File: src/rtl/seq_det_ctrl.sv
// Serial pattern detector: armed by start, matches a latched 1..8 bit pattern
// against the incoming bit stream and counts hits until max_bits or abort.
module seq_det_ctrl #(
  parameter int PW = 8
) (
  input  logic          clk,
  input  logic          reset,
  input  logic          start,
  input  logic          abort,
  input  logic [PW-1:0] pat,
  input  logic [2:0]    pat_len,
  input  logic          overlap,
  input  logic [7:0]    max_bits,
  input  logic          x_valid,
  input  logic          x,
  output logic          busy,
  output logic          z,
  output logic          done,
  output logic [7:0]    match_cnt,
  output logic [1:0]    dbg_state
);

  localparam int FW = $clog2(PW);

  localparam logic [1:0] S_IDLE = 2'd0;
  localparam logic [1:0] S_RUN  = 2'd1;
  localparam logic [1:0] S_DONE = 2'd2;

  logic [1:0]    state_q, state_d;
  logic [PW-1:0] pat_q, pat_d;
  logic [2:0]    len_q, len_d;
  logic          ovl_q, ovl_d;
  logic [7:0]    max_q, max_d;
  logic [PW-1:0] hist_q, hist_d;
  logic [FW-1:0] fill_q, fill_d;
  logic [7:0]    bit_cnt_q, bit_cnt_d;
  logic [7:0]    match_cnt_q, match_cnt_d;

  logic          consume;
  logic          match;
  logic          last_bit;
  logic [PW-1:0] cand;
  logic [PW-1:0] mask;
  logic          pat_hit;

  // Only the low L bits of the shifted-in history take part in the compare.
  assign cand     = {hist_q[PW-2:0], x};
  assign mask     = ~({PW{1'b1}} << ({1'b0, len_q} + 4'd1));
  assign pat_hit  = ((cand ^ pat_q) & mask) == '0;
  assign consume  = (state_q == S_RUN) && x_valid && !abort;
  assign match    = consume && (fill_q >= FW'(len_q)) && pat_hit;
  assign last_bit = (max_q != 8'd0) && ((bit_cnt_q + 8'd1) == max_q);

  always_comb begin
    state_d     = state_q;
    pat_d       = pat_q;
    len_d       = len_q;
    ovl_d       = ovl_q;
    max_d       = max_q;
    hist_d      = hist_q;
    fill_d      = fill_q;
    bit_cnt_d   = bit_cnt_q;
    match_cnt_d = match_cnt_q;
    case (state_q)
      S_IDLE: begin
        if (start) begin
          pat_d       = pat;
          len_d       = pat_len;
          ovl_d       = overlap;
          max_d       = max_bits;
          hist_d      = '0;
          fill_d      = '0;
          bit_cnt_d   = '0;
          match_cnt_d = '0;
          state_d     = S_RUN;
        end
      end
      S_RUN: begin
        if (abort) begin
          state_d = S_IDLE;
        end else if (consume) begin
          hist_d    = cand;
          bit_cnt_d = bit_cnt_q + 8'd1;
          // Non-overlapping mode restarts the window so matched bits are not reused.
          if (match && !ovl_q) begin
            fill_d = '0;
          end else if (fill_q != FW'(PW - 1)) begin
            fill_d = fill_q + FW'(1);
          end
          if (match && (match_cnt_q != 8'hFF)) begin
            match_cnt_d = match_cnt_q + 8'd1;
          end
          if (last_bit) begin
            state_d = S_DONE;
          end
        end
      end
      S_DONE:  state_d = S_IDLE;
      default: state_d = S_IDLE;
    endcase
  end

  always_ff @(posedge clk or negedge reset) begin
    if (!reset) begin
      state_q     <= S_IDLE;
      pat_q       <= '0;
      len_q       <= '0;
      ovl_q       <= 1'b0;
      max_q       <= '0;
      hist_q      <= '0;
      fill_q      <= '0;
      bit_cnt_q   <= '0;
      match_cnt_q <= '0;
    end else begin
      state_q     <= state_d;
      pat_q       <= pat_d;
      len_q       <= len_d;
      ovl_q       <= ovl_d;
      max_q       <= max_d;
      hist_q      <= hist_d;
      fill_q      <= fill_d;
      bit_cnt_q   <= bit_cnt_d;
      match_cnt_q <= match_cnt_d;
    end
  end

  assign busy      = (state_q == S_RUN);
  assign done      = (state_q == S_DONE);
  assign z         = match;
  assign match_cnt = match_cnt_q;
  assign dbg_state = state_q;

endmodule
File: config.mk
export PLATFORM = sky130hd
export DESIGN_NAME = seq_det_ctrl
export DESIGN_NICKNAME = d
export VERILOG_FILES = /design/src/rtl/seq_det_ctrl.sv
export SDC_FILE = /design/constraint.sdc
export NUM_CORES = 1
export LEC_CHECK = 0
export BUFFER_PORTS_ARGS = -buffer_cell sky130_fd_sc_hd__buf_2
export CORE_AREA = 2 2 85 87
export CTS_BUF_LIST = sky130_fd_sc_hd__clkbuf_2
export CTS_CLUSTER_DIAMETER = 80
export DETAILED_ROUTE_END_ITERATION = 6
export DIE_AREA = 0 0 87 89
export GPL_TIMING_DRIVEN = 0
export PLACE_DENSITY = 0.63
export SLEW_MARGIN = 40
export SYNTH_ARGS = -nofsm -noshare
export SYNTH_HDL_FRONTEND = slang
export SYNTH_SLANG_ARGS = --single-unit
File: constraint.sdc
create_clock -name clk -period 2.35 [get_ports clk]
set_clock_uncertainty 0.1 [all_clocks]
set_input_delay 0.1175 -clock clk [delete_from_list [all_inputs] [get_ports clk]]
set_output_delay 0.1175 -clock clk [all_outputs]
set_load 0.05 [all_outputs]
==> results of run 1 <==
stage by stage:
stage | total power [mW] | area [sq um] | hold slack, ps
2_1_floorplan | 1.89 | 2670 | -278
5_1_grt | 2.83 | 3380 | 66.6
3_5_place_dp | 2.16 | 2970 | 84.3
3_3_place_gp | 2.13 | 2960 | 205
4_1_cts | 2.61 | 3340 | 21.7
6_report | 2.61 | 3380 | 56.4
worst max-delay path: cells and delay by family (launching register included):
kind                       cells  cell delay, ps
and+or+nand+nor                1             560
AOI/OAI and AO/OA              2             290
buffers and inverters          3             290
adders and majority gates      1             260
DFF                            1             500
registers in the layout, summed over array words and instances, names as in the netlist:
signal,flops
ovl_q,1
max_q,8
pat_q,8
bit_cnt_q,8
fill_q,3
len_q,3
dbg_state,2
hist_q,7
match_cnt,8
power groups by stage:
stage,clock network [mW],logic [mW],registers (mW)
floorplan,0,0.549,1.34
global placement,0,0.917,1.22
detailed placement,0,0.937,1.22
CTS,0.382,1.02,1.20
global route,0.417,1.17,1.24
finish,0.355,1.05,1.21
cell families after synthesis:
group	Yosys count	synth area share
mux	1	0.00424
xor+xnor	19	0.0627
simple gates	137	0.242
compound gates	66	0.166
fa+ha+maj	9	0.0424
buf+inv	17	0.0302
flops	48	0.453
path summary, 6_finish.rpt:
| kind | from | endpoint | slack [ps] | cells after the start |
|---|---|---|---|---|
| min | reset | match_cnt[7] | 60 | 2 |
| max reg2reg | len_q[1] | fill_q[0] | -140 | 9 |
| max | len_q[1] | z | -210 | 7 |
| max in group asynchronous | reset | bit_cnt_q[4] | 1580 | 2 |
| min in group clk | x_valid | bit_cnt_q[7] | 70 | 3 |
| min reg2reg | pat_q[4] | pat_q[4] | 440 | 2 |
layer usage:
| metal | global-route usage | wire length (microns) | up-vias |
|---|---|---|---|
| met5 | 0 | 0 | - |
| met4 | 0.0582 | 88 | 0 |
| li1 | - | - | 1193 |
| met3 | 0.0323 | 158 | 8 |
| met1 | 0.237 | 3010 | 1140 |
| met2 | 0.321 | 3480 | 36 |
layout by cell type, fill, tap and decap left out, types with 2 or more instances in the layout:
master and instances:
nor4_1 2, nand3_1 5, a211oi_1 2, nor2_1 10, xnor2_1 12, and4_1 4, nor3_1 2, inv_1 7
a22o_1 2, dfrtp_2 8, xor2_1 6, buf_4 9, buf_12 2, a31oi_1 5, o31ai_1 4, dfrtp_1 40
nand2_1 87, o211ai_1 2, nand2b_1 5, a21o_1 3, clkbuf_1 8, clkbuf_2 6, a21oi_1 10, and3_1 6
buf_2 36, a211o_1 5, ha_1 7, o21ai_0 21, and2_1 3, a211oi_2 2, dlygate4sd3_1 23
layout make-up:
| cell class | instances | area [sq um] | share of cell area |
|---|---|---|---|
| Clock inverter | 2 | 11.3 | 0.00333 |
| Inverter | 8 | 35.0 | 0.0104 |
| Buffer | 9 | 50.0 | 0.0148 |
| Multi-Input combinational cell | 232 | 1450 | 0.428 |
| Timing Repair Buffer | 69 | 498 | 0.147 |
| Tap cell | 80 | 100 | 0.0296 |
| Sequential cell | 48 | 1210 | 0.358 |
| Clock buffer | 6 | 30.0 | 0.00887 |
timing repair:
| action | CTS | global route |
|---|---|---|
| hold buffers | 23 | 0 |
| hold endpoints to repair | 71 | 0 |
| pin swaps | 5 | 3 |
| buffers inserted | 6 | 2 |
| resized for setup | 12 | 9 |
| endpoints found under the setup margin | 10 | 14 |
==> results.py, run 1 <==
metrics = {
    "yosys": {
        "avgSynthCellArea_sq_um": 8.94,
        "yosysTopAreaCell": "dfrtp_1",
        "synthCells": 297,
        "ys_warn_count": 0,
        "synth-main-ff-cell": "dfrtp_1",
        "syn_area_sq_mm": 0.00265,
        "seq_area_frac_synth": 0.453,
        "synth_commonest_cells": "nand2_1 (87), dfrtp_1 (48), o21ai_0 (22)",
        "synth.distinct_cells": 46,
        "syn_nets": 332,
        "synth_seq_cells": 48,
        "synth_top_area_frac": 0.453,
        "synth-async-reset-ratio": 1.00,
        "synth_edf_count": 0,
        "post-synth-top-count-cell": "nand2_1",
        "synthTopCellsByArea": "dfrtp_1 (45%), nand2_1 (12%), ha_1 (4.2%)",
    },
    "cts": {
        "cts_tree": "built",
        "clockBufferDepth": 2,
        "cts_root_buf": "clkbuf_2",
        "h-tree-depth": 2,
        "cts_buffers": 5,
        "cts.clk_slew.worst_paths_ps": 290,
        "cts.sinks": 48,
        "clock_latency_ps": 460,
    },
    "cells_and_area": {
        "syn_to_final_growth_pct": 27.5,
        "stdcell_count": 454,
        "num_antenna_cells": 0,
        "nets": 408,
        "drive_gt1_frac": 0.219,
        "post-route-util": 0.504,
        "num-fill-cells": 633,
    },
    "routing": {
        "wl_per_cell_microns": 14.8,
        "routed_wl_mm": 6.73,
        "drc": 0,
        "drtAntennaViolNets": 0,
        "dr.pass1.iters": 4,
        "via_count": 2377,
        "detail_route.vias_per_cell": 5.24,
        "drtIter0Drc": 135,
    },
    "worst_setup_path": {
        "cp.required_ps": 2130,
        "startpoint_type": "register",
        "cp_max_fo": 3,
        "crit_slowest_cell": "or4_4",
        "cpMostUsedCell": "buf_12",
        "path_cells": "ha_4 -> a211oi_2 -> a21oi_1 -> or4_4 -> clkinv_4 -> buf_12 -> buf_12",
        "crit_path_end_kind": "output port",
        "worstPathArrival_ps": 2340,
        "critPathMaxStageDelay_ps": 560,
        "critPathKind": "reg -> out",
    },
    "job": {
        "cap_viol_max_count": 0,
    },
    "placement": {
        "dp.cells": 415,
        "io_buffers": 38,
        "hpwlAfterDp_mm": 4.53,
        "routabilityCongestion": 0.769,
        "dp_slack_ps": -168,
    },
    "die": {
        "die_area_sq_mm": 0.00774,
        "io_pins": 39,
        "dieHeight_microns": 89,
        "fp.coreArea_sq_mm": 0.00672,
        "rows": 30,
        "start_util": 0.395,
        "die_x_microns": 87,
    },
    "power": {
        "sw_frac_of_total": 0.426,
        "p_sw_mw": 1.11,
        "p_per_area_mw_per_mm2": 772,
        "internal_power_mw": 1.50,
        "p_leak_nw": 1.59,
        "p_comb_frac": 0.400,
        "seq_power_share": 0.464,
        "clock_power_share": 0.136,
        "vdd_drop_max_mv": 0.275,
    },
    "global_routing": {
        "antenna_found_initial": 0,
        "grt_pass1_vias": 2349,
        "grt_max_degree": 49,
        "grt_usage": 0.185,
        "grt-ovfl-total": 0,
        "grt_pass1_wl_mm": 11.1,
    },
    "outcome": {
        "outcome": "finished with violations",
        "violations": "setup timing",
    },
    "timing": {
        "fin_ws_ps": -210,
        "tightestPinTransition_ps": 811,
        "setup_viol": 10,
        "timing.fmax_ghz": 0.391,
        "hold_viol": 0,
        "max-slew-margin-rel": 0.457,
        "drv_slew": 0,
        "period_needed_ps": 2560,
        "rsz0062_at_grt": "yes",
        "fin_tns_setup_ps": -1000,
        "timing.final.crit_share": 1.09,
    },
    "hold_path": {
        "hold_class": "in -> async",
    },
}
Power figures use the tool's default switching activity.
==> run 2, diff against run 1 <==
--- a/config.mk
+++ b/config.mk
@@ -15,2 +15,3 @@
 export PLACE_DENSITY = 0.63
+export RECOVER_POWER = 100
 export SLEW_MARGIN = 40
==> constraint.sdc (replaced) <==
create_clock -name clk -period 2.35 [get_ports clk]
set_clock_uncertainty 0.1 [all_clocks]
set_input_delay 0.235 -clock clk [delete_from_list [all_inputs] [get_ports clk]]
set_output_delay 0.235 -clock clk [all_outputs]
set_load 0.05 [all_outputs]
==> run 2 against run 1 <==
The flow still finishes with violations (setup timing). First-iteration DRC count grew 20%. Sequential cell count unchanged. Routed wire length about the same. Sequential power about the same. Global-route usage hardly changed. Final cell count is 0.22% lower. Count of clock-buffer cells in the layout unchanged. Register-to-register slack about the same. Design area is 0.63% lower. Sequential share of layout area rose by 0.19 points. Critical path type unchanged.
==> results.py, run 2 (synthesis gave the netlist of run 1 again) <==
metrics = {
    "outcome": {
        "outcome": "finished with violations",
        "violations": "setup timing",
    },
    "die": {
        "fp.coreArea_sq_mm": 0.00672,
        "die_x_microns": 87,
        "rows": 30,
        "die_area_sq_mm": 0.00774,
        "io_pins": 39,
        "dieHeight_microns": 89,
        "start_util": 0.395,
    },
    "timing": {
        "rsz0062_at_grt": "yes",
        "hold_ws_ps": 174,
        "fin_ws_ps": -331,
        "fin_tns_setup_ps": -1110,
        "tightestPinTransition_ps": 1220,
        "max-slew-margin-rel": 0.184,
        "hold_viol": 0,
        "setup_viol": 10,
        "timing.fmax_ghz": 0.373,
        "drv_slew": 0,
        "timing.final.crit_share": 1.14,
        "period_needed_ps": 2680,
    },
    "global_routing": {
        "met3_usage": 0.0323,
        "globalRouteMet2Util": 0.321,
        "grt_usage": 0.185,
        "grt_pass1_vias": 2350,
        "grt_pass1_wl_mm": 11.1,
        "busiest_layer": "met2",
        "antenna_found_initial": 0,
        "grt_use_met1": 0.237,
        "grt_max_degree": 49,
        "grt-ovfl-total": 0,
    },
    "routing": {
        "drtIter0Drc": 162,
        "drtAntennaViolNets": 0,
        "via_count": 2369,
        "dr.pass1.iters": 4,
        "drc": 0,
        "routed_wl_mm": 6.73,
        "detail_route.vias_per_cell": 5.23,
        "wl_per_cell_microns": 14.9,
    },
    "cells_and_area": {
        "layout_commonest_cell": "nand2_1",
        "nets": 407,
        "syn_to_final_growth_pct": 26.7,
        "drive_gt1_frac": 0.188,
        "mostFrequentLayoutCells": "nand2_1 (87), dfrtp_1 (41), buf_2 (25)",
        "num_antenna_cells": 0,
        "post-route-util": 0.501,
    },
    "power": {
        "finalPower_mw": 2.60,
        "p_per_area_mw_per_mm2": 774,
        "vdd_drop_max_mv": 0.273,
        "p_leak_nw": 1.55,
    },
    "cts": {
        "clockBufferDepth": 2,
        "h-tree-depth": 2,
        "cts.sinks": 48,
        "clock_latency_ps": 460,
        "cts_buffers": 5,
        "cts.clk_slew.worst_paths_ps": 290,
        "cts_root_buf": "clkbuf_2",
        "cts_tree": "built",
    },
    "worst_setup_path": {
        "worstPathArrival_ps": 2350,
        "crit_path_end_kind": "output port",
        "critPathKind": "reg -> out",
        "startpoint_type": "register",
        "reg2reg_slack_ps": -130,
        "cp_max_fo": 3,
        "cp.required_ps": 2020,
    },
    "placement": {
        "routabilityCongestion": 0.769,
        "hpwlAfterDp_mm": 4.53,
        "io_buffers": 38,
        "dp_slack_ps": -168,
    },
    "hold_path": {
        "hold_class": "in -> reg",
    },
    "job": {
        "cap_viol_max_count": 0,
    },
}
[run 2: changes by cell type in the layout (fill, tap and decap cells not counted)]
| cell | previous run | this run |
|---|---|---|
| buf_4 | 9 | 8 |
| buf_2 | 36 | 25 |
| clkbuf_1 | 8 | 18 |
| dfrtp_1 | 40 | 41 |
| dfrtp_2 | 8 | 7 |
| clkbuf_2 | 6 | 7 |
[run 2: cell type report]
class / instances / area [sq um]
Inverter: 8 / 35.0
Clock buffer: 6 / 30.0
Timing Repair Buffer: 69 / 482
Buffer: 8 / 46.3
Clock inverter: 2 / 11.3
Multi-Input combinational cell: 232 / 1450
Tap cell: 80 / 100
Fill cell: 640 / 3360
Sequential cell: 48 / 1210
[run 2: metal layers]
metal,vias up,wire length (microns)
met2,33,3460
li1,1194,-
met1,1134,3030
met3,8,148
met4,0,88
met5,-,0
[run 2: power breakdown]
part / switching (mW) / leakage [nW] / total [mW] / internal [mW]
combinational: 0.619 / 0.914 / 1.03 / 0.411
sequential: 0.214 / 0.609 / 1.21 / 1.00
clock: 0.284 / 0.0266 / 0.358 / 0.0740
[run 2: path summary, 6_finish.rpt]
path / start / endpoint / cells past startpoint
setup reg to reg: len_q[1] / fill_q[0] / 9
max in group asynchronous: reset / dbg_state[1] / 2
hold reg to reg: pat_q[4] / pat_q[4] / 2
min in group asynchronous: reset / match_cnt[7] / 2
hold / removal: x_valid / bit_cnt_q[7] / 3
setup / recovery: len_q[1] / z / 7
[run 2: stage by stage]
stage,instances,instance area (sq um)
finish,453,3360
global route,453,3360
CTS,452,3340
global placement,415,2960
floorplan,297,2670
detailed placement,415,2970
[run 2: repair_timing]
| action | in CTS | in global routing |
|---|---|---|
| setup buffers | 6 | 2 |
| endpoints found under the setup margin | 10 | 15 |
| endpoints found under the hold margin | 71 | 0 |
| pin swaps | 5 | 3 |
| resized for setup | 12 | 10 |
| hold buffers | 23 | 0 |
[run 2: critical path: stages, from the launching register on]
cell	delay (ps)
dfrtp_2	500
ha_4	260
a211oi_2	200
a21oi_1	90
or4_4	560
clkinv_4	80
buf_12	90
buf_12	120
